==> config.mk <==
export PLATFORM = sky130hd
export DESIGN_NAME = spi_cmd_sequencer
export DESIGN_NICKNAME = d
export VERILOG_FILES = /design/src/rtl/spi_cmd_sequencer.sv
export SDC_FILE = /design/constraint.sdc
export NUM_CORES = 1
export LEC_CHECK = 0
export CAP_MARGIN = 20
export CORE_MARGIN = 2
export CORE_UTILIZATION = 63
export CTS_CLUSTER_SIZE = 40
export DETAILED_ROUTE_END_ITERATION = 10
export DONT_BUFFER_PORTS = 1
export GPL_ROUTABILITY_DRIVEN = 0
export MAX_ROUTING_LAYER = met4
export PLACE_DENSITY = 0.81
export SYNTH_ARGS = -nofsm -noshare
export SYNTH_HDL_FRONTEND = slang
export SYNTH_SLANG_ARGS = --single-unit
==> constraint.sdc <==
create_clock -name clk -period 9.15 [get_ports clk]
set_clock_uncertainty 0.1 [all_clocks]
set_input_delay 0 -clock clk [delete_from_list [all_inputs] [get_ports clk]]
set_output_delay 0 -clock clk [all_outputs]
set_load 0.03 [all_outputs]
==> src/rtl/spi_cmd_sequencer.sv <==
// Command sequencer in front of the SPI engine: queues pre-formatted transactions,
// issues them one at a time over the request/busy handshake and queues masked read data.
module spi_cmd_sequencer #(
    parameter int DEPTH_LOG2     = 4,
    parameter int GAP_CYCLES     = 4,
    parameter int TIMEOUT_CYCLES = 4096
) (
    input  logic                  clk,
    input  logic                  reset,
    input  logic                  enable,
    input  logic                  cmd_wr_en,
    input  logic [31:0]           cmd_data,
    input  logic [5:0]            cmd_write_bits,
    input  logic [5:0]            cmd_read_bits,
    output logic                  cmd_full,
    output logic [DEPTH_LOG2:0]   cmd_count,
    input  logic                  rsp_rd_en,
    output logic [31:0]           rsp_data,
    output logic                  rsp_empty,
    output logic [DEPTH_LOG2:0]   rsp_count,
    output logic [31:0]           spi_data_out,
    output logic [5:0]            spi_write_bits,
    output logic [5:0]            spi_read_bits,
    output logic                  spi_request,
    input  logic                  spi_busy,
    input  logic [31:0]           spi_data_in,
    output logic                  idle,
    output logic                  overflow_err,
    output logic                  cmd_err,
    output logic                  timeout_err,
    input  logic                  clear_err
);

    localparam int DEPTH = 1 << DEPTH_LOG2;
    localparam int CW    = DEPTH_LOG2 + 1;
    localparam int PW    = DEPTH_LOG2;
    localparam int GW    = $clog2(GAP_CYCLES + 1);
    localparam int TW    = $clog2(TIMEOUT_CYCLES + 1);

    localparam logic [CW-1:0] FULL_CNT = {1'b1, {DEPTH_LOG2{1'b0}}};
    localparam logic [GW-1:0] GAP_LOAD = GW'(GAP_CYCLES);
    localparam logic [TW-1:0] TO_LAST  = TW'(TIMEOUT_CYCLES - 1);

    typedef enum logic [2:0] {
        S_IDLE,
        S_ISSUE,
        S_WAIT_START,
        S_WAIT_DONE,
        S_GAP
    } state_t;

    state_t state_q, state_d;

    // Command FIFO: entry = {data[31:0], write_bits[5:0], read_bits[5:0]}
    logic [43:0]   cmd_mem_q [DEPTH];
    logic [PW-1:0] cmd_wp_q, cmd_wp_d, cmd_rp_q, cmd_rp_d;
    logic [CW-1:0] cmd_cnt_q, cmd_cnt_d;
    logic          cmd_push, cmd_pop, cmd_empty;

    logic [31:0]   rsp_mem_q [DEPTH];
    logic [PW-1:0] rsp_wp_q, rsp_wp_d, rsp_rp_q, rsp_rp_d;
    logic [CW-1:0] rsp_cnt_q, rsp_cnt_d;
    logic          rsp_push_req, rsp_push, rsp_pop, rsp_full;

    logic [31:0]   spi_data_q, spi_data_d;
    logic [5:0]    spi_wb_q, spi_wb_d, spi_rb_q, spi_rb_d;
    logic [GW-1:0] gap_q, gap_d;
    logic [TW-1:0] to_q, to_d;

    logic          ovf_q, ovf_d, cerr_q, cerr_d, terr_q, terr_d;
    logic          set_cmd_err, set_timeout;

    logic [43:0]   head;
    logic [31:0]   head_data;
    logic [5:0]    head_wb, head_rb;
    logic [6:0]    bits_sum;
    logic          head_valid;
    logic [31:0]   rd_mask, rsp_wdata;

    assign cmd_empty = (cmd_cnt_q == '0);
    assign cmd_full  = (cmd_cnt_q == FULL_CNT);
    assign cmd_push  = cmd_wr_en && !cmd_full;

    assign rsp_empty = (rsp_cnt_q == '0);
    assign rsp_full  = (rsp_cnt_q == FULL_CNT);
    assign rsp_pop   = rsp_rd_en && !rsp_empty;
    // At full a push is only accepted alongside a pop; the FSM never needs more.
    assign rsp_push  = rsp_push_req && (!rsp_full || rsp_pop);

    assign head       = cmd_mem_q[cmd_rp_q];
    assign head_data  = head[43:12];
    assign head_wb    = head[11:6];
    assign head_rb    = head[5:0];
    assign bits_sum   = {1'b0, head_wb} + {1'b0, head_rb};
    assign head_valid = (bits_sum != 7'd0) && (bits_sum <= 7'd32);

    assign rd_mask   = (spi_rb_q >= 6'd32) ? 32'hFFFF_FFFF : ((32'd1 << spi_rb_q) - 32'd1);
    assign rsp_wdata = spi_data_in & rd_mask;

    always_ff @(posedge clk) begin
        if (cmd_push) begin
            cmd_mem_q[cmd_wp_q] <= {cmd_data, cmd_write_bits, cmd_read_bits};
        end
    end

    always_ff @(posedge clk) begin
        if (rsp_push) begin
            rsp_mem_q[rsp_wp_q] <= rsp_wdata;
        end
    end

    always_comb begin
        cmd_wp_d  = cmd_wp_q;
        cmd_rp_d  = cmd_rp_q;
        cmd_cnt_d = cmd_cnt_q;
        if (cmd_push) cmd_wp_d = cmd_wp_q + PW'(1);
        if (cmd_pop)  cmd_rp_d = cmd_rp_q + PW'(1);
        case ({cmd_push, cmd_pop})
            2'b10:   cmd_cnt_d = cmd_cnt_q + CW'(1);
            2'b01:   cmd_cnt_d = cmd_cnt_q - CW'(1);
            default: cmd_cnt_d = cmd_cnt_q;
        endcase
    end

    always_comb begin
        rsp_wp_d  = rsp_wp_q;
        rsp_rp_d  = rsp_rp_q;
        rsp_cnt_d = rsp_cnt_q;
        if (rsp_push) rsp_wp_d = rsp_wp_q + PW'(1);
        if (rsp_pop)  rsp_rp_d = rsp_rp_q + PW'(1);
        case ({rsp_push, rsp_pop})
            2'b10:   rsp_cnt_d = rsp_cnt_q + CW'(1);
            2'b01:   rsp_cnt_d = rsp_cnt_q - CW'(1);
            default: rsp_cnt_d = rsp_cnt_q;
        endcase
    end

    always_comb begin
        state_d      = state_q;
        cmd_pop      = 1'b0;
        rsp_push_req = 1'b0;
        set_cmd_err  = 1'b0;
        set_timeout  = 1'b0;
        spi_data_d   = spi_data_q;
        spi_wb_d     = spi_wb_q;
        spi_rb_d     = spi_rb_q;
        gap_d        = gap_q;
        to_d         = to_q;

        case (state_q)
            S_IDLE: begin
                if (enable && !cmd_empty && !spi_busy) begin
                    if (!head_valid) begin
                        cmd_pop     = 1'b1;
                        set_cmd_err = 1'b1;
                    end else if (!((head_rb != 6'd0) && rsp_full)) begin
                        cmd_pop    = 1'b1;
                        spi_data_d = head_data;
                        spi_wb_d   = head_wb;
                        spi_rb_d   = head_rb;
                        state_d    = S_ISSUE;
                    end
                end
            end
            S_ISSUE: begin
                to_d    = '0;
                state_d = S_WAIT_START;
            end
            S_WAIT_START: begin
                if (spi_busy) begin
                    to_d    = to_q + TW'(1);
                    state_d = S_WAIT_DONE;
                end else if (to_q == TO_LAST) begin
                    set_timeout = 1'b1;
                    gap_d       = GAP_LOAD;
                    state_d     = S_GAP;
                end else begin
                    to_d = to_q + TW'(1);
                end
            end
            S_WAIT_DONE: begin
                // Completion takes precedence over a timeout landing in the same cycle.
                if (!spi_busy) begin
                    rsp_push_req = (spi_rb_q != 6'd0);
                    gap_d        = GAP_LOAD;
                    state_d      = S_GAP;
                end else if (to_q == TO_LAST) begin
                    set_timeout = 1'b1;
                    gap_d       = GAP_LOAD;
                    state_d     = S_GAP;
                end else begin
                    to_d = to_q + TW'(1);
                end
            end
            S_GAP: begin
                if (gap_q <= GW'(1)) begin
                    state_d = S_IDLE;
                end else begin
                    gap_d = gap_q - GW'(1);
                end
            end
            default: state_d = S_IDLE;
        endcase
    end

    always_comb begin
        ovf_d  = clear_err ? 1'b0 : (ovf_q  || (cmd_wr_en && cmd_full));
        cerr_d = clear_err ? 1'b0 : (cerr_q || set_cmd_err);
        terr_d = clear_err ? 1'b0 : (terr_q || set_timeout);
    end

    always_ff @(posedge clk) begin
        if (reset) begin
            state_q    <= S_IDLE;
            cmd_wp_q   <= '0;
            cmd_rp_q   <= '0;
            cmd_cnt_q  <= '0;
            rsp_wp_q   <= '0;
            rsp_rp_q   <= '0;
            rsp_cnt_q  <= '0;
            spi_data_q <= '0;
            spi_wb_q   <= '0;
            spi_rb_q   <= '0;
            gap_q      <= '0;
            to_q       <= '0;
            ovf_q      <= 1'b0;
            cerr_q     <= 1'b0;
            terr_q     <= 1'b0;
        end else begin
            state_q    <= state_d;
            cmd_wp_q   <= cmd_wp_d;
            cmd_rp_q   <= cmd_rp_d;
            cmd_cnt_q  <= cmd_cnt_d;
            rsp_wp_q   <= rsp_wp_d;
            rsp_rp_q   <= rsp_rp_d;
            rsp_cnt_q  <= rsp_cnt_d;
            spi_data_q <= spi_data_d;
            spi_wb_q   <= spi_wb_d;
            spi_rb_q   <= spi_rb_d;
            gap_q      <= gap_d;
            to_q       <= to_d;
            ovf_q      <= ovf_d;
            cerr_q     <= cerr_d;
            terr_q     <= terr_d;
        end
    end

    assign cmd_count      = cmd_cnt_q;
    assign rsp_count      = rsp_cnt_q;
    assign rsp_data       = rsp_empty ? 32'd0 : rsp_mem_q[rsp_rp_q];
    assign spi_data_out   = spi_data_q;
    assign spi_write_bits = spi_wb_q;
    assign spi_read_bits  = spi_rb_q;
    assign spi_request    = (state_q == S_ISSUE);
    assign idle           = (state_q == S_IDLE) && cmd_empty;
    assign overflow_err   = ovf_q;
    assign cmd_err        = cerr_q;
    assign timeout_err    = terr_q;

endmodule
==> summary.md <==
| Metric | Value |
|---|---|
| Leak pwr | 18.05 nW |
| Fin crit share | 0.7496 |
| Hold WC Path Type | input port to register |
| Dpl hpwl | just over 60 mm |
| Critical-path cell list | buf_4, mux4_2, mux2i_1, a21oi_1, ha_1, fa_1, nand3_1, a21boi_0, o221ai_1, xor2_1, mux2_2, a21oi_1, ha_1, xor2_1, ha_1, o2111a_1, or4b_1, nand4_1 |
| Grt total ovfl | 0 |
| Rel. slew slack | 0.2239 |
| Startpoint Class | register |
| Die X | between 200 and 300 um |
| Max Cap Violations | 0 |
| CTS tree | done |
| Reg clk slew, reported paths | 0.06 ns |
| Total track usage | 0.3085 |
| Crit-path slowest cell | dfxtp_4 |
| Synth-to-Final Area Change | 12.59% |
| CP Max Fanout | 42 |
| Vias | 25680 |
| Drt via density | 6.830 |
| Root Buffer | clkbuf_16 |
| Synth Flop Type | edfxtp_1 |
| PD cells | 238.2 mW/mm^2 |
| Post-Syn Area | 0.05136 mm^2 |
| Syn. warnings | 0 |
| Max Transition Viols Final | 0 |
| First-pass DRT Iterations | 5 |
| Cell mode on critical path | ha_1 |
| Crit path DAT | 7.40 ns |
| Fraction of registers with async set/reset | 0 |
| Mapped Nets | 2553 |
| # fillers | around 4400 |
| Layout cells sized above 1 | 0.2546 |
| Worst-margin pin slew | between 1 and 1.5 ns |
| Iter 0 DRT Violations | about 3300 |
| Design Area, Final | 0.05782 mm^2 |
| Number of global-route vias before repair | 26640 |
| Global-route wire length before repair | 178.0 mm |
| DRT antenna net count | 0 |
| Die Area | 0.08382 mm^2 |
| Post-CTS Setup Repair Bufs | 0 |
| Wirelength per Cell | 32.64 um |
| Buffers on Ports | 0 |
| Final setup fails | 0 |
| Setup TNS Final | 0 ns |
| Flops & latches, synth | 1316 |
| Row count | 104 |
| Fmax achieved | 0.1458 GHz |
| Antenna violations before repair | 7 |
| Netlist cell types | 70 |
| Post-synth EDFFs | 1216 |
| Skew-Pair Late Insertion Delay | about 0.7 ns |
| Largest cells by area after synthesis | edfxtp_1 71%, mux4_2 16%, dfxtp_1 3.9% |
| CTS buffer count | 119 |
| CORE AREA | a little over 0.08 mm^2 |
| Req. time, crit path | 9.69 ns |
| H-tree levels | 3 |
| # DRC | 0 |
| Cell with the most instances after synthesis | edfxtp_1 |
| Status | completed |
| WL final | 122.7 mm |
| Critical Path End Type | register |
| Nets@finish | between 2000 and 3000 |
| Clock sinks | 1316 |
| Syn avg cell area | 21.04 um^2 |
| WHS | about 0.089 ns |
| Max clock buf depth | 3 |
| Synth area leader | edfxtp_1 |
| Worst vdd ir | about 0.27 mV |
| I/O pin count | 176 |
| Synth Instances | between 2000 and 2500 |
| Tmin final | 6.859 ns |
| CP max stage delay | 0.91 ns |
| Largest net degree at the start of global routing | 105 |
| CTS resizes | 0 |
| Dpl cell area | 0.05287 mm^2 |
| Most frequent cells after synthesis | 1216 x edfxtp_1, 373 x mux4_2, 143 x nor2_1, 100 x dfxtp_1, 93 x clkbuf_1 |
| Initial Utilization | 0.6366 |
| RSZ-0062 raised after global routing | no |
| Top cell type's share of synthesized area | 0.7110 |
| Seq/Total Area, Yosys | 0.7500 |
| CP Class | register to register |
| Final Hold Violating Endpoints | 0 |
| Die Ht | 289.5 um |
## cell usage in the layout (no fill, tap or decap), types with 9 or more instances in the layout
master	n
xnor2_1	9
clkbuf_8	9
and2_1	12
nor2b_1	41
a21oi_1	40
nor3_1	21
inv_1	20
xor2_1	17
nor2_1	119
dlygate4sd3_1	89
a31oi_1	9
o21ai_0	19
o21a_1	12
bufinv_16	10
clkbuf_16	120
nand2b_1	11
nor2_4	25
edfxtp_1	1216
a21boi_0	13
clkinv_1	15
a22oi_1	10
ha_1	27
nand3_1	12
dfxtp_1	92
nand2_1	44
mux2i_1	50
mux4_2	373
buf_4	65
clkbuf_1	33
clkinv_2	26
## cell type report
| cell class | count | area [um^2] | share of cell area |
|---|---|---|---|
| Antenna cell | 6 | 15.01 | 0.0002597 |
| Clock buffer | 162 | 3251 | 0.05622 |
| Clock inverter | 66 | 686.9 | 0.01188 |
| Inverter | 20 | 75.07 | 0.001298 |
| Multi-Input combinational cell | 967 | 12430 | 0.2150 |
| Sequential cell | 1316 | 38540 | 0.6665 |
| Tap cell | 1060 | 1326 | 0.02294 |
| Timing Repair Buffer | 163 | 1500 | 0.02594 |
## repair_timing
item	CTS	global route
hold buffers	90	0
setup endpoints to repair	0	0
endpoints found under the hold margin	1316	0
## path summary, 6_finish.rpt
path                   start                to  slack [ns]  cells past startpoint
min reg2reg         gap_q[1]          gap_q[1]        0.39                      2
max                 register      cmd_count[4]        2.29                     18
max reg2reg         register      cmd_count[4]        2.29                     18
min          spi_data_in[11]  rsp_mem_q[6][11]        0.09                      2
## routing by layer
layer / track usage / wire length (um) / vias to the layer above / part of all wire
li1: - / - / 10370 / -
met1: 0.3742 / 41270 / 13330 / 0.34
met2: 0.5248 / 65100 / 1687 / 0.53
met3: 0.05824 / 12020 / 290 / 0.098
met4: 0.1088 / 4338 / 0 / 0.035
met5: - / 0 / - / 0
## cell families after synthesis
kind of cell,synth area share
buf+inv,0.01242
simple gates,0.03318
xor+xnor,0.004434
compound gates,0.01796
mux,0.1745
flops,0.7500
fa+ha+maj,0.007552
## critical path, delay by kind of cell, from the launching register on
kind | cells | cell delay (ns)
adder cells (fa/ha/maj) | 4 | 1.38
AO/OA/AOI/OAI | 5 | 1.32
multiplexers | 3 | 1.25
flip-flops | 1 | 0.91
AND/OR/NAND/NOR | 3 | 0.78
buffers and inverters | 1 | 0.65
XOR/XNOR | 2 | 0.33
## state kept, by name, summed over array words and instances, names as in the netlist, 3 cells and up, named ones only
name	flops
cmd_mem_q	704
rsp_mem_q	512
spi_data_out	32
to_q	13
spi_read_bits	6
spi_write_bits	6
cmd_count	5
rsp_count	5
cmd_rp_q	4
cmd_wp_q	4
rsp_rp_q	4
rsp_wp_q	4
gap_q	3
state_q	3
## metrics by stage
stage / utilization / power (mW) / cells / setup WS, ns
6_report: 0.7167 / 13.77 / 3760 / 2.291
5_1_grt: 0.7167 / 14.16 / 3759 / 1.799
4_1_cts: 0.7155 / 13.79 / 3749 / 2.196
3_5_place_dp: 0.6554 / 8.762 / 3431 / 2.287
3_3_place_gp: 0.6551 / 8.669 / 3427 / 2.619
2_1_floorplan: - / 8.344 / 2441 / 3.253
## where the power goes
group          switching [mW]  internal [mW]
Clock                    2.20           2.79
Combinational           0.993          0.732
Sequential              0.199           6.86
Total                    3.39           10.4
Power figures use the tool's default switching activity.
